`config.mk`:
```
export PLATFORM = sky130hd
export DESIGN_NAME = uart_core
export DESIGN_NICKNAME = d
export VERILOG_FILES = /design/src/rtl/uart_core.sv
export SDC_FILE = /design/constraint.sdc
export NUM_CORES = 1
export LEC_CHECK = 0
export CORE_MARGIN = 3
export CORE_UTILIZATION = 30
export CTS_BUF_LIST = sky130_fd_sc_hd__clkbuf_16
export DETAILED_ROUTE_END_ITERATION = 6
export PLACE_DENSITY = 0.56
export SYNTH_ARGS = -nofsm -noshare
export SYNTH_HDL_FRONTEND = slang
export SYNTH_SLANG_ARGS = --single-unit
```
`constraint.sdc`:
```
create_clock -name CLK -period 2.29 [get_ports CLK]
set_clock_uncertainty 0.05 [all_clocks]
set_input_delay 0.458 -clock CLK [delete_from_list [all_inputs] [get_ports CLK]]
set_output_delay 0.458 -clock CLK [all_outputs]
set_load 0.1 [all_outputs]
```
`src/rtl/uart_core.sv`:
```
`timescale 1ns/1ps
// Purpose: free-running 8N1 UART transmitter plus independent 8N1 receiver.
// Latency: TX start bit appears on the first clock out of reset; DATA_OUT updates at the mid stop-bit sample.
// Backpressure: none; TX streams DATA_IN frames back to back, RX overwrites DATA_OUT on each good frame.
module uart_core #(
  parameter int CLKS_PER_BIT = 104
) (
  input  logic       CLK,
  input  logic       RST,
  input  logic       RX,
  input  logic [7:0] DATA_IN,
  output logic [7:0] DATA_OUT,
  output logic       TX
);

  // Bit-period counter wide enough to hold CLKS_PER_BIT-1.
  localparam int CW = $clog2(CLKS_PER_BIT);
  localparam logic [CW-1:0] CNT_LAST = CW'(CLKS_PER_BIT - 1);
  localparam logic [CW-1:0] CNT_HALF = CW'(CLKS_PER_BIT / 2);
  localparam logic [CW-1:0] CNT_ONE  = CW'(1);

  localparam logic [1:0] TX_START = 2'd0;
  localparam logic [1:0] TX_DATA  = 2'd1;
  localparam logic [1:0] TX_STOP  = 2'd2;

  localparam logic [2:0] RX_IDLE  = 3'd0;
  localparam logic [2:0] RX_START = 3'd1;
  localparam logic [2:0] RX_DATA  = 3'd2;
  localparam logic [2:0] RX_STOP  = 3'd3;
  localparam logic [2:0] RX_WAIT  = 3'd4;

  // ---------------------------------------------------------------- TX
  logic [1:0]    tx_state_q, tx_state_d;
  logic [CW-1:0] tx_cnt_q,   tx_cnt_d;
  logic [2:0]    tx_bit_q,   tx_bit_d;
  logic [7:0]    tx_shift_q, tx_shift_d;
  logic          tx_q,       tx_d;
  logic          tx_last;

  // TX next state: each state drives its line level on count 0 and
  // advances on the last count, so every bit lasts exactly CLKS_PER_BIT.
  always_comb begin
    tx_state_d = tx_state_q;
    tx_bit_d   = tx_bit_q;
    tx_shift_d = tx_shift_q;
    tx_d       = tx_q;
    tx_last    = (tx_cnt_q == CNT_LAST);
    tx_cnt_d   = tx_last ? '0 : tx_cnt_q + CNT_ONE;
    case (tx_state_q)
      TX_START: begin
        // DATA_IN is captured only here, so mid-frame changes wait for the next frame.
        if (tx_cnt_q == '0) begin
          tx_shift_d = DATA_IN;
          tx_d       = 1'b0;
        end
        if (tx_last) begin
          tx_state_d = TX_DATA;
          tx_bit_d   = 3'd0;
        end
      end
      TX_DATA: begin
        if (tx_cnt_q == '0) begin
          tx_d       = tx_shift_q[0];
          tx_shift_d = {1'b0, tx_shift_q[7:1]};
        end
        if (tx_last) begin
          tx_bit_d = tx_bit_q + 3'd1;
          if (tx_bit_q == 3'd7) begin
            tx_state_d = TX_STOP;
          end
        end
      end
      TX_STOP: begin
        if (tx_cnt_q == '0) begin
          tx_d = 1'b1;
        end
        // No idle gap: straight into the next start bit.
        if (tx_last) begin
          tx_state_d = TX_START;
        end
      end
      default: begin
        tx_state_d = TX_START;
        tx_cnt_d   = '0;
        tx_d       = 1'b1;
      end
    endcase
  end

  // TX registers; reset parks the line high with a fresh frame pending.
  always_ff @(posedge CLK) begin
    if (!RST) begin
      tx_state_q <= TX_START;
      tx_cnt_q   <= '0;
      tx_bit_q   <= 3'd0;
      tx_shift_q <= 8'h00;
      tx_q       <= 1'b1;
    end else begin
      tx_state_q <= tx_state_d;
      tx_cnt_q   <= tx_cnt_d;
      tx_bit_q   <= tx_bit_d;
      tx_shift_q <= tx_shift_d;
      tx_q       <= tx_d;
    end
  end

  assign TX = tx_q;

  // ---------------------------------------------------------------- RX
  logic rx_s1_q, rx_s2_q;

  // Two-flop synchronizer; idles high so reset never looks like a start bit.
  always_ff @(posedge CLK) begin
    if (!RST) begin
      rx_s1_q <= 1'b1;
      rx_s2_q <= 1'b1;
    end else begin
      rx_s1_q <= RX;
      rx_s2_q <= rx_s1_q;
    end
  end

  logic [2:0]    rx_state_q, rx_state_d;
  logic [CW-1:0] rx_cnt_q,   rx_cnt_d;
  logic [2:0]    rx_bit_q,   rx_bit_d;
  logic [7:0]    rx_shift_q, rx_shift_d;
  logic [7:0]    data_out_q, data_out_d;

  // RX next state: half a bit into the start bit to re-check it, then one
  // full bit period between samples so each lands mid-bit.
  always_comb begin
    rx_state_d = rx_state_q;
    rx_cnt_d   = rx_cnt_q + CNT_ONE;
    rx_bit_d   = rx_bit_q;
    rx_shift_d = rx_shift_q;
    data_out_d = data_out_q;
    case (rx_state_q)
      RX_IDLE: begin
        rx_cnt_d = '0;
        if (!rx_s2_q) begin
          rx_state_d = RX_START;
        end
      end
      RX_START: begin
        if (rx_cnt_q == CNT_HALF) begin
          rx_cnt_d = '0;
          if (!rx_s2_q) begin
            rx_state_d = RX_DATA;
            rx_bit_d   = 3'd0;
          end else begin
            // Line went back high: a glitch, not a start bit.
            rx_state_d = RX_IDLE;
          end
        end
      end
      RX_DATA: begin
        if (rx_cnt_q == CNT_LAST) begin
          rx_cnt_d   = '0;
          rx_shift_d = {rx_s2_q, rx_shift_q[7:1]};
          rx_bit_d   = rx_bit_q + 3'd1;
          if (rx_bit_q == 3'd7) begin
            rx_state_d = RX_STOP;
          end
        end
      end
      RX_STOP: begin
        if (rx_cnt_q == CNT_LAST) begin
          rx_cnt_d = '0;
          if (rx_s2_q) begin
            data_out_d = rx_shift_q;
            rx_state_d = RX_IDLE;
          end else begin
            // Framing error: drop the byte and wait out the low line.
            rx_state_d = RX_WAIT;
          end
        end
      end
      RX_WAIT: begin
        rx_cnt_d = '0;
        if (rx_s2_q) begin
          rx_state_d = RX_IDLE;
        end
      end
      default: begin
        rx_state_d = RX_IDLE;
        rx_cnt_d   = '0;
      end
    endcase
  end

  // RX registers; DATA_OUT only moves on a good stop bit or reset.
  always_ff @(posedge CLK) begin
    if (!RST) begin
      rx_state_q <= RX_IDLE;
      rx_cnt_q   <= '0;
      rx_bit_q   <= 3'd0;
      rx_shift_q <= 8'h00;
      data_out_q <= 8'h00;
    end else begin
      rx_state_q <= rx_state_d;
      rx_cnt_q   <= rx_cnt_d;
      rx_bit_q   <= rx_bit_d;
      rx_shift_q <= rx_shift_d;
      data_out_q <= data_out_d;
    end
  end

  assign DATA_OUT = data_out_q;

endmodule

```
# Yosys cells after proc, flatten, opt, wreduce, memory -nomap -nowiden
# Index checks and enable logic that the tools add are counted.
[word_totals] register_bits=52 word_cells=90 inputBits=11
[classes] n_reduce_logical=16 n_eq_ne=25 muxes=31 n_bitwise=2 addsub=4
[ops] cell="$mux W3" count=12
[ops] cell="$ne A2 B2 Y1 const B" count=14
[ops] cell="$mux W8" count=2
[ops] cell="$pmux W8 S2" count=1
[ops] cell="$pmux W3 S5" count=1
[ops] cell="$add A7 B1 Y7 const B" count=2
[ops] cell="$eq A7 B7 Y1 const B" count=2
[ops] cell="$mux W7" count=2
[ops] cell="$pmux W7 S2" count=1
[ops] cell="$pmux W3 S2" count=2
[ops] cell="$reduce_and A3 Y1" count=4
[ops] cell="$mux W2" count=5
[ops] cell="$eq A3 B3 Y1 const B" count=3
[ops] cell="$reduce_and A4 Y1" count=2
[ops] cell="$eq A7 B6 Y1 const B" count=1
[ops] cell="$logic_not A7 Y1" count=1
[ops] cell="$add A3 B1 Y3 const B" count=2
[ops] cell="$eq A3 B2 Y1 const B" count=2
[ops] cell="$pmux W2 S3" count=1
[ops] cell="$reduce_and A6 Y1" count=1
[ops] cell="$reduce_or A3 Y1" count=2
[ops] cell="$reduce_bool A2 Y1" count=2
[ops] cell="$eq A3 B1 Y1 const B" count=1
[ops] cell="$logic_not A3 Y1" count=1
[ops] cell="other kinds (8)" count=11

# Logic depth before layout (Yosys ltp)
[logic_depth] word_depth=4 depth_mapped=7 ltp_nobuf=6

# Worst setup path before layout
# Ideal clock, no wire load.
[synth_timing] path_type="reg-to-reg" startpoint="register rx_cnt_q[0]" endpoint="register rx_bit_q[1]" setup_ns=0.074 arrival_time_ns=1.563 required_time_ns=2.166 path_buffers=1 synth_period_minus_slack_ns=1.687 path_slack_ns=0.603 stages_incl_launch_ff=7 path_cell_list="dfxtp_1 > ha_1 > nand3_1 > nor4_4 > buf_4 > nand3_1 > o21ai_0"
[synth_via] elab_chain_cells=3 elab_cells_between_ends=5
[synth_lines] element="from (decl)" line_no="124" source="logic [CW-1:0] rx_cnt_q, rx_cnt_d;"
[synth_lines] element="from (signal assigned)" line_no="201" source="rx_cnt_q <= rx_cnt_d;"
[synth_lines] element="$eq A7 B7 Y1 or $eq A7 B6 Y1 (tied branches)" line_no="157, 145"
[synth_lines] element="$ne A2 B2 Y1 (no source line)"
[synth_lines] element="$reduce_and A4 Y1 (no source line) *"
[synth_lines] element="to (signal assigned)" line_no="202" source="rx_bit_q <= rx_bit_d;"
[synth_lines] element="to (decl)" line_no="125" source="logic [2:0] rx_bit_q, rx_bit_d;"
# Mark *: on every way between the ends. The rest lies on a longest branch, timed or not.
# A chain may end at the register's enable or synchronous reset.

# Worst setup path in the final report
[layout_timing] startpoint="register tx_cnt_q[4]" endpoint="register tx_shift_q[7]"
[layout_via] elab_chain_cells=3 elab_cells_between_ends=4
[layout_lines] element="from (decl)" line_no="34" source="logic [CW-1:0] tx_cnt_q, tx_cnt_d;"
[layout_lines] element="from (signal assigned)" line_no="100" source="tx_cnt_q <= tx_cnt_d;"
[layout_lines] element="$logic_not A7 Y1 *" line_no="52, 62"
[layout_lines] element="$ne A2 B2 Y1 (no source line)"
[layout_lines] element="$reduce_and A3 Y1 (no source line) *"
[layout_lines] element="to (signal assigned)" line_no="102" source="tx_shift_q <= tx_shift_d;"
[layout_lines] element="to (decl)" line_no="36" source="logic [7:0] tx_shift_q, tx_shift_d;"
# Marked as above.

==> results.json <==
{
  "cts_buffers": 5,
  "final_antenna_net_count": 0,
  "synth_compound_area_share_pct": 14.8,
  "syn_nets": 279,
  "num_io_pins": 20,
  "syn_area_per_cell_sq_um": 8.97,
  "grt_util_all_layers_pct": 9.96,
  "clkSinkCount": 52,
  "antenna_found_initial": 0,
  "yosys_warnings": 0,
  "period_minus_slack_ns": 1.81,
  "cts_setup_buffers": 0,
  "insertion_delay_ns": 0.28,
  "port_buffers": 19,
  "grt_max_degree": 58,
  "pwr_density_cell_nw_per_um2": 699,
  "htreeDepth": 2,
  "fp.dieH_um": 94.2,
  "status": "completed",
  "antenna_cells": 0,
  "finalCritPeriodShare_pct": 79.2,
  "hold_viol_final": 0,
  "hpwlAfterDp_um": 2750,
  "cp.required_ns": 2.45,
  "synth_top_family_by_area": "simple AND/OR/NAND/NOR gates",
  "tightest_slew_ns": 0.555,
  "ir_worst_vdd_v": 0.000325,
  "std_cell_rows": 31,
  "ys_ff_latch": 52,
  "synthesis.area_sq_um": 2330,
  "cp.arrival_ns": 1.97,
  "fin_hold_ws_ns": 0.362,
  "grt_pass1_vias": 1604,
  "die_area_sq_um": 8870,
  "synth_xor_area_share_pct": 3.00,
  "synthAdderAreaFrac_pct": 4.29,
  "hold_class": "flop to flop",
  "slew_headroom_pct": 62.5,
  "crit_path_end_kind": "flop",
  "worst_slack_ns": 0.476,
  "synthSimpleGateAreaFrac_pct": 25.3,
  "vias_per_cell": 4.69,
  "vias": 1751,
  "grt_pass1_wl_um": 7100,
  "setup_viol": 0,
  "syn_inst": 260,
  "core_region_area_sq_um": 7410,
  "dr.pass1.iters": 4,
  "fin_total_pwr_mw": 1.91,
  "yosysUniqueCellTypes": 40,
  "muxShareOfSynthArea_pct": 3.00,
  "route.detailed.drc": 0,
  "cts_tree": "built",
  "clockRootBuffer": "clkbuf_16",
  "fin_nets": 292,
  "maxCapViolCount": 0,
  "initial_core_util_pct": 31.5,
  "setup_tns_ns": 0,
  "layout_common_cells": "dfxtp_1 (52), nand2_1 (30), nand3_1 (30)",
  "die_w_um": 94.2,
  "layout_commonest_cell": "dfxtp_1",
  "detail_route.wl_per_cell_um": 11.0,
  "post-place-ws_ns": 0.475,
  "leakage_nw": 1.06,
  "drt_iter0_markers": 29,
  "slew_violations": 0,
  "fmaxAchievable_ghz": 0.551,
  "grt.overflow.total": 0,
  "crit_path_start_kind": "flop",
  "stdcell_count": 373,
  "dp.cells": 365,
  "synth-seq-area-share_pct": 44.6,
  "finalWeightedCongestion": 0.756,
  "criticalPathCategory": "flop to flop",
  "area_growth_pct": 16.9,
  "crit_fanout": 16,
  "layout-drive-gt1-share_pct": 9.85,
  "cts_resized": 0,
  "rsz0062_at_grt": "no",
  "clockBufferDepth": 2,
  "path_clk_slew_ns": 0.07,
  "postCtsHoldBufs": 0,
  "wl_um": 4120
}
-- cell usage after synthesis --
| library cell | instances | area share, % |
|---|---|---|
| a41oi_1 | 2 | 0.75 |
| nand4b_1 | 1 | 0.38 |
| clkbuf_2 | 1 | 0.21 |
| nor4_1 | 1 | 0.27 |
| o2111ai_1 | 1 | 0.38 |
| or4_1 | 1 | 0.32 |
| nor4_4 | 2 | 1.8 |
| and3_1 | 2 | 0.54 |
| o221a_2 | 1 | 0.48 |
| buf_2 | 2 | 0.43 |
| xnor2_1 | 4 | 1.5 |
| o211a_1 | 7 | 3.0 |
| inv_1 | 9 | 1.4 |
| buf_4 | 1 | 0.32 |
| nor2b_1 | 4 | 1.1 |
| a211oi_1 | 3 | 0.97 |
| buf_6 | 2 | 0.97 |
| or4_4 | 1 | 0.48 |
| nor2_1 | 15 | 2.4 |
| a31oi_1 | 2 | 0.54 |
| nand3_1 | 30 | 6.4 |
| clkbuf_1 | 10 | 1.6 |
| nand2b_1 | 6 | 1.6 |
| nor3_1 | 1 | 0.21 |
| nand2_1 | 30 | 4.8 |
| nor3_4 | 1 | 0.70 |
| mux2i_1 | 7 | 3.0 |
| a21oi_1 | 2 | 0.43 |
| nor4bb_1 | 1 | 0.43 |
| or3b_2 | 1 | 0.38 |
| a21boi_0 | 5 | 1.6 |
| nor4b_1 | 1 | 0.38 |
| xor2_1 | 4 | 1.5 |
| ha_1 | 8 | 4.3 |
| o32ai_1 | 1 | 0.38 |
| nand4bb_1 | 1 | 0.48 |
| o21ai_0 | 29 | 6.2 |
| nand3b_1 | 4 | 1.3 |
| nor3b_1 | 4 | 1.3 |
| dfxtp_1 | 52 | 45 |
-- layer usage --
layer	GRT usage, %	share of wire [%]	vias up
li1	-	-	942
met5	0	0	-
met4	3.13	0.41	0
met1	12.3	49	782
met3	2.88	4.4	2
met2	16.7	46	25
-- through the flow --
step / cell area [sq um] / util, %
global route: 2730 / 36.8
detailed placement: 2560 / 34.5
floorplan: 2330 / -
global placement: 2560 / 34.5
finish: 2730 / 36.8
CTS: 2730 / 36.8
-- report_power, final --
part,internal [mW],switching (mW)
sequential,0.931,0.0173
clock,0.513,0.321
combinational,0.0536,0.0704
-- final timing paths --
kind / slack (ns) / cells after the start / endpoint / startpoint
setup / recovery: 0.48 / 4 / tx_shift_q[7] / tx_cnt_q[4]
setup reg to reg: 0.48 / 4 / tx_shift_q[7] / tx_cnt_q[4]
hold reg to reg: 0.36 / 1 / rx_s2_q / rx_s1_q
hold / removal: 0.36 / 1 / rx_s2_q / rx_s1_q
-- sequential cells by signal, summed over array words and instances (netlist names) --
name,flops
DATA_OUT,8
TX,1
rx_bit_q,3
rx_cnt_q,7
rx_s1_q,1
rx_s2_q,1
rx_shift_q,8
rx_state_q,3
tx_bit_q,3
tx_cnt_q,7
tx_shift_q,8
tx_state_q,2
-- critical path, cell delays in order, from the launching register on --
cell and delay [ns]:
dfxtp_1 0.39, or4_4 0.58, nor3_4 0.43, nand3b_1 0.13, a21boi_0 0.16
-- logic make-up (layout without fill, tap and decap cells) --
kind of cell               Yosys count  after routing
and+or+nand+nor                    107            107
AOI/OAI and AO/OA                   53             53
DFF                                 52             52
buffers and inverters               25             39
adders and majority gates            8              8
xor gates and xnor gates             8              8
muxes                                7              7
-- area by class of cell --
class                      count  area, sq um
fill                         775         4680
multi-input combinational    183         1170
clock buffer                   5          125
clock inverter                 3         42.5
timing repair buffer          22          185
inverter                       9         33.8
tap                           99          124
sequential                    52         1040
Power figures use the tool's default switching activity.
